==> config.mk <==
export PLATFORM = sky130hd
export DESIGN_NAME = stopwatch_ctrl
export DESIGN_NICKNAME = d
export VERILOG_FILES = /design/src/rtl/stopwatch_ctrl.sv
export SDC_FILE = /design/constraint.sdc
export NUM_CORES = 1
export LEC_CHECK = 0
export CAP_MARGIN = 20
export CORE_UTILIZATION = 60
export CTS_CLUSTER_DIAMETER = 30
export CTS_CLUSTER_SIZE = 8
export DETAILED_ROUTE_END_ITERATION = 6
export PLACE_DENSITY = 0.79
export SKIP_LAST_GASP = 1
export SLEW_MARGIN = 20
export SYNTH_ARGS = -nofsm -noshare
export SYNTH_HDL_FRONTEND = slang
export SYNTH_SLANG_ARGS = --single-unit
==> constraint.sdc <==
create_clock -name clk_in -period 5.15 [get_ports clk_in]
set_input_delay 1.2875 -clock clk_in [delete_from_list [all_inputs] [get_ports clk_in]]
set_output_delay 1.2875 -clock clk_in [all_outputs]
set_load 0.1 [all_outputs]
==> src/rtl/stopwatch_ctrl.sv <==
// Stopwatch run-control: debounced buttons drive an IDLE/RUNNING/LAP/PAUSED FSM that gates the
// 100 Hz divider and turns its square output into single-cycle count ticks.
module stopwatch_ctrl #(
  parameter int DEBOUNCE_CYCLES = 10000,
  parameter int DB_W            = 14
) (
  input  logic       clk_in,
  input  logic       res,
  input  logic       btn_start_stop,
  input  logic       btn_lap,
  input  logic       btn_clear,
  input  logic       div_clk,
  output logic       div_ena,
  output logic       div_res_n,
  output logic       tick,
  output logic       cnt_clear,
  output logic       display_freeze,
  output logic [1:0] state
);

  typedef enum logic [1:0] {
    S_IDLE  = 2'b00,
    S_RUN   = 2'b01,
    S_LAP   = 2'b10,
    S_PAUSE = 2'b11
  } state_t;

  localparam logic [DB_W-1:0] DB_LAST = DB_W'(DEBOUNCE_CYCLES - 1);

  // bit 0 lap, bit 1 start_stop, bit 2 clear
  logic [2:0] btn_raw;
  logic [2:0] btn_s1;
  logic [2:0] btn_s2;
  logic [2:0] press;

  assign btn_raw = {btn_clear, btn_start_stop, btn_lap};

  always_ff @(posedge clk_in or posedge res) begin
    if (res) begin
      btn_s1 <= '0;
      btn_s2 <= '0;
    end else begin
      btn_s1 <= btn_raw;
      btn_s2 <= btn_s1;
    end
  end

  for (genvar i = 0; i < 3; i++) begin : g_btn
    logic [DB_W-1:0] cnt;
    logic            lvl;

    always_ff @(posedge clk_in or posedge res) begin
      if (res) begin
        cnt <= '0;
        lvl <= 1'b0;
      end else if (btn_s2[i] == lvl) begin
        cnt <= '0;
      end else if (cnt == DB_LAST) begin
        cnt <= '0;
        lvl <= ~lvl;
      end else begin
        cnt <= cnt + 1'b1;
      end
    end

    // Event taken from the flip itself so the FSM moves in the same edge the level is accepted.
    assign press[i] = btn_s2[i] & ~lvl & (cnt == DB_LAST);
  end

  logic   press_lap;
  logic   press_ss;
  logic   press_clr;
  state_t state_q;
  state_t state_nxt;
  logic   clr_nxt;

  assign press_lap = press[0];
  assign press_ss  = press[1];
  assign press_clr = press[2];

  always_comb begin
    state_nxt = state_q;
    clr_nxt   = 1'b0;
    unique case (state_q)
      S_IDLE: begin
        if (press_clr)     clr_nxt   = 1'b1;
        else if (press_ss) state_nxt = S_RUN;
      end
      S_RUN: begin
        if (press_ss)       state_nxt = S_PAUSE;
        else if (press_lap) state_nxt = S_LAP;
      end
      S_LAP: begin
        if (press_ss)       state_nxt = S_PAUSE;
        else if (press_lap) state_nxt = S_RUN;
      end
      S_PAUSE: begin
        if (press_clr) begin
          state_nxt = S_IDLE;
          clr_nxt   = 1'b1;
        end else if (press_ss) begin
          state_nxt = S_RUN;
        end
      end
      default: state_nxt = S_IDLE;
    endcase
  end

  always_ff @(posedge clk_in or posedge res) begin
    if (res) begin
      state_q        <= S_IDLE;
      div_ena        <= 1'b0;
      div_res_n      <= 1'b0;
      display_freeze <= 1'b0;
      cnt_clear      <= 1'b0;
    end else begin
      state_q        <= state_nxt;
      div_ena        <= (state_nxt == S_RUN) || (state_nxt == S_LAP);
      div_res_n      <= (state_nxt != S_IDLE);
      display_freeze <= (state_nxt == S_LAP);
      cnt_clear      <= clr_nxt;
    end
  end

  assign state = state_q;

  logic div_s1;
  logic div_s2;
  logic div_hist;

  // History tracks div_clk in every state so a rise seen while paused is consumed, not deferred.
  always_ff @(posedge clk_in or posedge res) begin
    if (res) begin
      div_s1   <= 1'b0;
      div_s2   <= 1'b0;
      div_hist <= 1'b0;
      tick     <= 1'b0;
    end else begin
      div_s1   <= div_clk;
      div_s2   <= div_s1;
      div_hist <= div_s2;
      tick     <= div_s2 & ~div_hist & ((state_q == S_RUN) || (state_q == S_LAP));
    end
  end

endmodule

==> results.txt, run 1 <==
status = complete, no violations
CTS resizes = 0
Slew HR = 35.44%
met3 routed WL = 170 um
register bit total from synthesis = 61
synthesized area per cell = 10.80 um2
crit end category = primary output
hold_buf cts = 0
Post-Syn Nets = 274
Worst path slowest cell = clkdlybuf4s50_1
sw frac = 22.33%
ant diodes = 0
Post-synth EDFFs = 0
Netlist cell types = 30
number of clock sinks = 61
Hold Crit Class = register to register
NetSw = 0.0001965 W
synth top area cells = dfrtp_1 55%, xnor2_1 6.7%, nor2_1 5.6%
kind of critical path = register to primary output
Die Ht = 69.89 um
f_max = 306.8 MHz
vias in the first global route = 1,809
DP Wirelength = 3.317 mm
top layer in use = met4
Post-Syn Area = 0.002765 mm2
Sum Neg Setup Slack = 0 ns
Syn Inst Count = 256
CP Depth = 1
Layout area overhead = 12.26%
Root Driver = clkbuf_8
initial antenna violation count = 0
final hold vios = 0
Flop pwr share = 56.1%
met1 wire length = 2.231 mm
Syn. warnings = 0
Core Area = 0.004384 mm2
final-report max-slew violation count = 0
gr ovfl total = 0
endpoints failing setup = 0
share of cells above drive strength 1 = 7.117%
Top Ports = 13
post-synth top area share = 55.20%
Max IR drop VDD = 0.0001852 V
worst-margin pin slew = 0.9654 ns
Setup Buffers After CTS = 0
Critical Path Max Stage Delay = 1.17 ns
met2 wire len = 2.280 mm
Comb power frac = 3.6%
PwrDens = 283.5 mW/mm2
worst reg2reg path depth = 7
asr flop ratio synth = 100.0%
crit path time final = 3.259 ns
family with the most delay on the worst path = buffers and inverters
FP Rows = 24
Synth area leader = dfrtp_1
leakage power = 1.406 nW
RSZ-0062 raised after global routing = no
Pre-antenna DRT Iters = 4
first-pass GRT wire length = 8.314 mm
final wirelength = 4.777 mm
Hold Crit Depth = 0
Residual DRC = 0
Clk pwr share = 40.3%
Num CTS Buffers = 9
Pint = 0.0006836 W
largest net degree at the start of global routing = 32
CTS clk-pin slew, worst paths = 0.06 ns
Buf/Inv on CP = 1
width of the die = 69.89 um
DR iter-0 viols = 123
CP cell instances = clkdlybuf4s50_1
Crit Path Max Fanout = 6
global-route usage over all layers = 22.32%
CTS tree = yes
die area = 0.004884 mm2
H-Tree Level Count = 3
Antenna Nets Post-Route = 0
Vias/cell = 5.574
Worst EP arrival = 1.97 ns
Final Cycle Share = 63.28%
input/output buffers = 12
post-synthesis sequential area ratio = 55.20%
required time worst endpoint = 3.86 ns
clk_lat worst skew = 0.34 ns
Clock Tree Buf Depth = 2
Post-Route Skew = 0.004914 ns
DR WL/cell = 14.35 um
vias = 1,856
Initial Util = 63.07%
Min Hold Slack = 0.3477 ns
crit start category = register
Max-cap violations = 0
most used flip-flop cell after synthesis = dfrtp_1
GPL Wtd Cong = 0.8012
fin nets = 295
cell type report:
cell class | instances | area [um2]
inverters | 11 | 41.29
clock inverters | 2 | 10.01
well taps | 52 | 65.06
fillers | 340 | 1280
clock buffers | 13 | 148.9
flip-flops and latches | 61 | 1526
multi-input cells | 181 | 1185
repair buffers | 13 | 127.6
cells in the mapped netlist (2+ instances only):
cell type,number
inv_1,11
nor4_1,3
nand3_1,16
clkbuf_1,2
or3_1,6
xor2_1,12
xnor2_1,21
or2_2,3
ha_1,12
a21oi_1,6
o41a_1,2
or4b_1,6
and3_1,19
dfrtp_1,61
nand2_1,13
nor2b_1,3
o21ai_0,7
nor2_1,41
flip-flops by register name (all words and copies together), names as in the netlist:
name	cells
g_btn.lvl	3
div_res_n	1
tick	1
div_s2	1
div_ena	1
btn_s2	3
btn_s1	3
display_freeze	1
div_hist	1
div_s1	1
state	2
cnt_clear	1
g_btn.cnt	42
final timing paths:
check / start / endpoint / slack [ns]
setup / recovery: state[0]$_DFF_PP0_ / state[0] / 1.89
max in group asynchronous: res / g_btn[1].cnt[11]$_DFF_PP0_ / 2.98
hold reg to reg: btn_s1[2]$_DFF_PP0_ / btn_s2[2]$_DFF_PP0_ / 0.35
min in group asynchronous: res / g_btn[2].cnt[6]$_DFF_PP0_ / 1.35
hold / removal: btn_s1[2]$_DFF_PP0_ / btn_s2[2]$_DFF_PP0_ / 0.35
setup reg to reg: g_btn[0].cnt[7]$_DFF_PP0_ / div_ena$_DFF_PP0_ / 2.47
routing by layer:
metal,vias up,global-route usage [%]
met1,892,29.50
met4,0,10.00
met2,38,33.97
met5,-,0
li1,915,-
met3,11,6.926
logic make-up after synthesis:
logic type / Yosys count / synth area share [%]
AND/OR/NAND/NOR: 113 / 21.18
flip-flops: 61 / 55.20
XOR/XNOR: 33 / 10.45
AO/OA/AOI/OAI: 23 / 5.792
buffers and inverters: 14 / 1.946
adder cells (fa/ha/maj): 12 / 5.430
through the flow:
stage                     power (W)  instance area (um2)  setup WS [ns]  utilization [%]  instances
after floorplan           0.0005235                 2765          2.349                -        256
after global placement    0.0005339                 2945          2.310            67.18        318
after detailed placement  0.0005352                 2945          2.265            67.18        318
after CTS                 0.0008879                 3104          1.894            70.80        333
after global routing      0.0009132                 3104          1.849            70.80        333
final                     0.0008801                 3104          1.891            70.80        333
power groups by stage:
| stage | logic (W) | registers [W] | clock network [W] |
|---|---|---|---|
| global route | 0.0000369 | 0.000495 | 0.000382 |
| CTS | 0.0000325 | 0.000494 | 0.000362 |
| floorplan | 0.0000226 | 0.000501 | 0 |
| global placement | 0.0000319 | 0.000502 | 0 |
| finish | 0.0000314 | 0.000494 | 0.000355 |
| detailed placement | 0.0000326 | 0.000503 | 0 |
layout by cell type (no fill, tap or decap):
cell,count
clkdlybuf4s50_1,12
buf_4,1
xnor2_1,21
inv_1,10
or2_2,3
a32oi_2,1
o41a_1,2
clkbuf_8,10
or4_4,1
o2bb2ai_1,1
nor2_1,41
inv_2,1
nor2b_1,3
a2bb2oi_1,1
or3_1,6
nand3_1,16
nor4_2,1
a21oi_1,6
xor2_1,12
a22oi_1,1
a21o_1,1
o41ai_1,1
dfrtp_1,61
o21ai_0,7
nand2_1,13
and3_1,19
clkinv_2,2
nor4_1,3
ha_1,12
clkbuf_1,3
and2_1,1
a211oi_1,1
or4b_1,6
o21a_1,1
Power figures use the tool's default switching activity.
==> run 2, diff against run 1 <==
--- a/config.mk
+++ b/config.mk
@@ -6,11 +6,11 @@
 export NUM_CORES = 1
 export LEC_CHECK = 0
 export CAP_MARGIN = 20
-export CORE_UTILIZATION = 60
+export CORE_UTILIZATION = 53
 export CTS_CLUSTER_DIAMETER = 30
 export CTS_CLUSTER_SIZE = 8
 export DETAILED_ROUTE_END_ITERATION = 6
-export PLACE_DENSITY = 0.79
+export PLACE_DENSITY = 0.74
 export SKIP_LAST_GASP = 1
 export SLEW_MARGIN = 20
 export SYNTH_ARGS = -nofsm -noshare
==> constraint.sdc (replaced) <==
create_clock -name clk_in -period 2.89 [get_ports clk_in]
set_input_delay 0.7225 -clock clk_in [delete_from_list [all_inputs] [get_ports clk_in]]
set_output_delay 0.7225 -clock clk_in [all_outputs]
set_load 0.1 [all_outputs]
==> run 2 against run 1 <==
  * Final cell count grew 5.4%
  * Critical path depth grew 5
  * Non-clock buffer count grew 3
  * Die area grew 13%
  * Final area grew 1.9%
  * First-iteration DRC count shrank 24%
  * Via count shrank 0.11%
==> results.txt, run 2 (synthesized netlist as in run 1, its figures left out) <==
status = complete, no violations (unchanged)
FP Rows = 25 (was 24)
Clock Tree Buf Depth = 2 (unchanged)
RSZ-0062 raised after global routing = no (unchanged)
Post-Route Skew = 0.009574 ns (was 0.004914 ns)
met1 wire length = 2.316 mm (was 2.231 mm)
largest reg by FF count = g_btn.cnt (unchanged)
Max-cap violations = 0 (unchanged)
Pre-antenna DRT Iters = 4 (unchanged)
Root Driver = clkbuf_8 (unchanged)
DR iter-0 viols = 93 (was 123)
number of flip-flops in the largest register = 42 (unchanged)
crit start category = register (unchanged)
Die Ht = 74.23 um (was 69.89 um)
top layer in use = met4 (unchanged)
GPL Wtd Cong = 0.8647 (was 0.8012)
CTS resizes = 0 (unchanged)
Cell Area, Placed = 0.002969 mm2 (was 0.002945 mm2)
PwrDens = 534.0 mW/mm2 (was 283.5 mW/mm2)
initial antenna violation count = 0 (unchanged)
non-filler cells, final = 351 (was 333)
kind of critical path = register to register (was register to primary output)
share of cells above drive strength 1 = 10.56% (was 7.117%)
gr ovfl total = 0 (unchanged)
input/output buffers = 12 (unchanged)
Slew HR = 67.88% (was 35.44%)
Sum Neg Setup Slack = 0 ns (unchanged)
Hold Crit Class = register to register (unchanged)
Num CTS Buffers = 9 (unchanged)
first-pass GRT wire length = 8.252 mm (was 8.314 mm)
post-route setup slack = 0.3475 ns (was 1.891 ns)
Final Instance Area = 0.003162 mm2 (was 0.003104 mm2)
CTS clk-pin slew, worst paths = 0.06 ns (about the same)
Vias/cell = 5.282 (was 5.574)
DP Wirelength = 3.381 mm (was 3.317 mm)
H-Tree Level Count = 3 (unchanged)
Worst EP arrival = 2.78 ns (was 1.97 ns)
placed insts = 336 (was 318)
most frequent cells in the layout = 61 x dfrtp_1, 41 x nor2_1, 21 x xnor2_1, 19 x and3_1, 16 x nand3_1 (unchanged)
Max IR drop VDD = 0.0002842 V (was 0.0001852 V)
hold_buf cts = 0 (unchanged)
Antenna Nets Post-Route = 0 (unchanged)
required time worst endpoint = 3.12 ns (was 3.86 ns)
DR WL/cell = 13.66 um (was 14.35 um)
die area = 0.005510 mm2 (was 0.004884 mm2)
number of clock sinks = 61 (unchanged)
clk_lat worst skew = 0.34 ns (about the same)
met2 wire len = 2.238 mm (was 2.280 mm)
final wirelength = 4.793 mm (was 4.777 mm)
crit end category = register (was primary output)
CTS tree = yes (unchanged)
fillers = 414 (was 340)
final hold vios = 0 (unchanged)
worst-margin pin slew = 0.4812 ns (was 0.9654 ns)
endpoints failing setup = 0 (unchanged)
final-report max-slew violation count = 0 (unchanged)
vias = 1,854 (was 1,856)
Top Ports = 13 (unchanged)
Initial Util = 56.67% (was 63.07%)
Crit Path Max Fanout = 5 (was 6)
Critical Path Max Stage Delay = 0.57 ns (was 1.17 ns)
leakage power = 1.450 nW (was 1.406 nW)
Final Cycle Share = 87.98%
Residual DRC = 0 (unchanged)
fin nets = 298 (was 295)
width of the die = 74.23 um (was 69.89 um)
Layout area overhead = 14.34% (was 12.26%)
Setup WS pre-CTS = 0.3715 ns (was 2.265 ns)
Setup Buffers After CTS = 0 (unchanged)
f_max = 393.3 MHz
met3 routed WL = 180 um (was 170 um)
CP cell instances = or4b_1, or4_4, and3_1, o41a_1, ha_1, inv_1 (was clkdlybuf4s50_1)
Core Area = 0.004880 mm2 (was 0.004384 mm2)
ant diodes = 0 (unchanged)
Worst path slowest cell = or4_4 (was clkdlybuf4s50_1)
most common cell after layout, fill and taps aside = dfrtp_1 (unchanged)
global-route usage over all layers = 20.82% (was 22.32%)
crit path time final = 2.543 ns
vias in the first global route = 1,846 (was 1,809)
largest net degree at the start of global routing = 25 (was 32)
## run 2: changes by cell type in the layout (fill, tap and decap cells not counted)
cell,delta
buf_4,+10
bufinv_16,+1
clkbuf_8,+1
clkdlybuf4s50_1,-7
clkinv_2,-2
## run 2: routing by layer
metal	GRT usage, %	vias to the layer above
met5	0	-
met4	10.69	0
met3	6.504	6
met2	31.72	40
met1	26.92	886
li1	-	922
## run 2: path summary, 6_finish.rpt
check | start | endpoint | slack [ns] | depth (start not counted)
max in group asynchronous | res | g_btn[0].lvl$_DFFE_PP0P_ | 1.53 | 3
min in group asynchronous | res | g_btn[2].cnt[13]$_DFF_PP0_ | 0.73 | 2
worst max register to register | g_btn[2].cnt[6]$_DFF_PP0_ | div_ena$_DFF_PP0_ | 0.35 | 6
worst min register to register | btn_s1[2]$_DFF_PP0_ | btn_s2[2]$_DFF_PP0_ | 0.35 | 0
worst max-delay path | g_btn[2].cnt[6]$_DFF_PP0_ | div_ena$_DFF_PP0_ | 0.35 | 6
worst min-delay path | btn_s1[2]$_DFF_PP0_ | btn_s2[2]$_DFF_PP0_ | 0.35 | 0
## run 2: where the power goes
part           switching, W  leakage, nW  internal, W   total, W
logic             0.0000366        0.529    0.0000209  0.0000575
clock network      0.000310       0.0968     0.000442   0.000752
registers        0.00000872        0.824     0.000871   0.000879
total              0.000355         1.45      0.00133    0.00169
## run 2: worst max-delay path, delay by kind of cell, from the launching register on
kind            cells  cell delay, ns
buf+inv             1            0.04
simple gates        3            1.37
fa+ha+maj           1            0.29
flops               1            0.41
compound gates      1            0.33
## run 2: cell type report
cell class                      count  area, um2  share of cell area (%)
Inverter                           11      41.29                   1.306
Tap cell                           67      83.83                   2.651
Clock buffer                       14      162.7                   5.144
Sequential cell                    61       1526                   48.28
Multi-Input combinational cell    181       1185                   37.48
Timing Repair Buffer               16      132.6                   4.195
Clock inverter                      1      30.03                  0.9497
## run 2: metrics by stage
stage | utilization, % | hold slack [ns] | power (W)
4_1_cts | 64.79 | 0.3559 | 0.001706
3_3_place_gp | 60.85 | 0.3321 | 0.0009528
2_1_floorplan | - | 0.3312 | 0.0009330
3_5_place_dp | 60.85 | 0.3413 | 0.0009547
5_1_grt | 64.79 | 0.3554 | 0.001750
6_report | 64.79 | 0.3527 | 0.001689
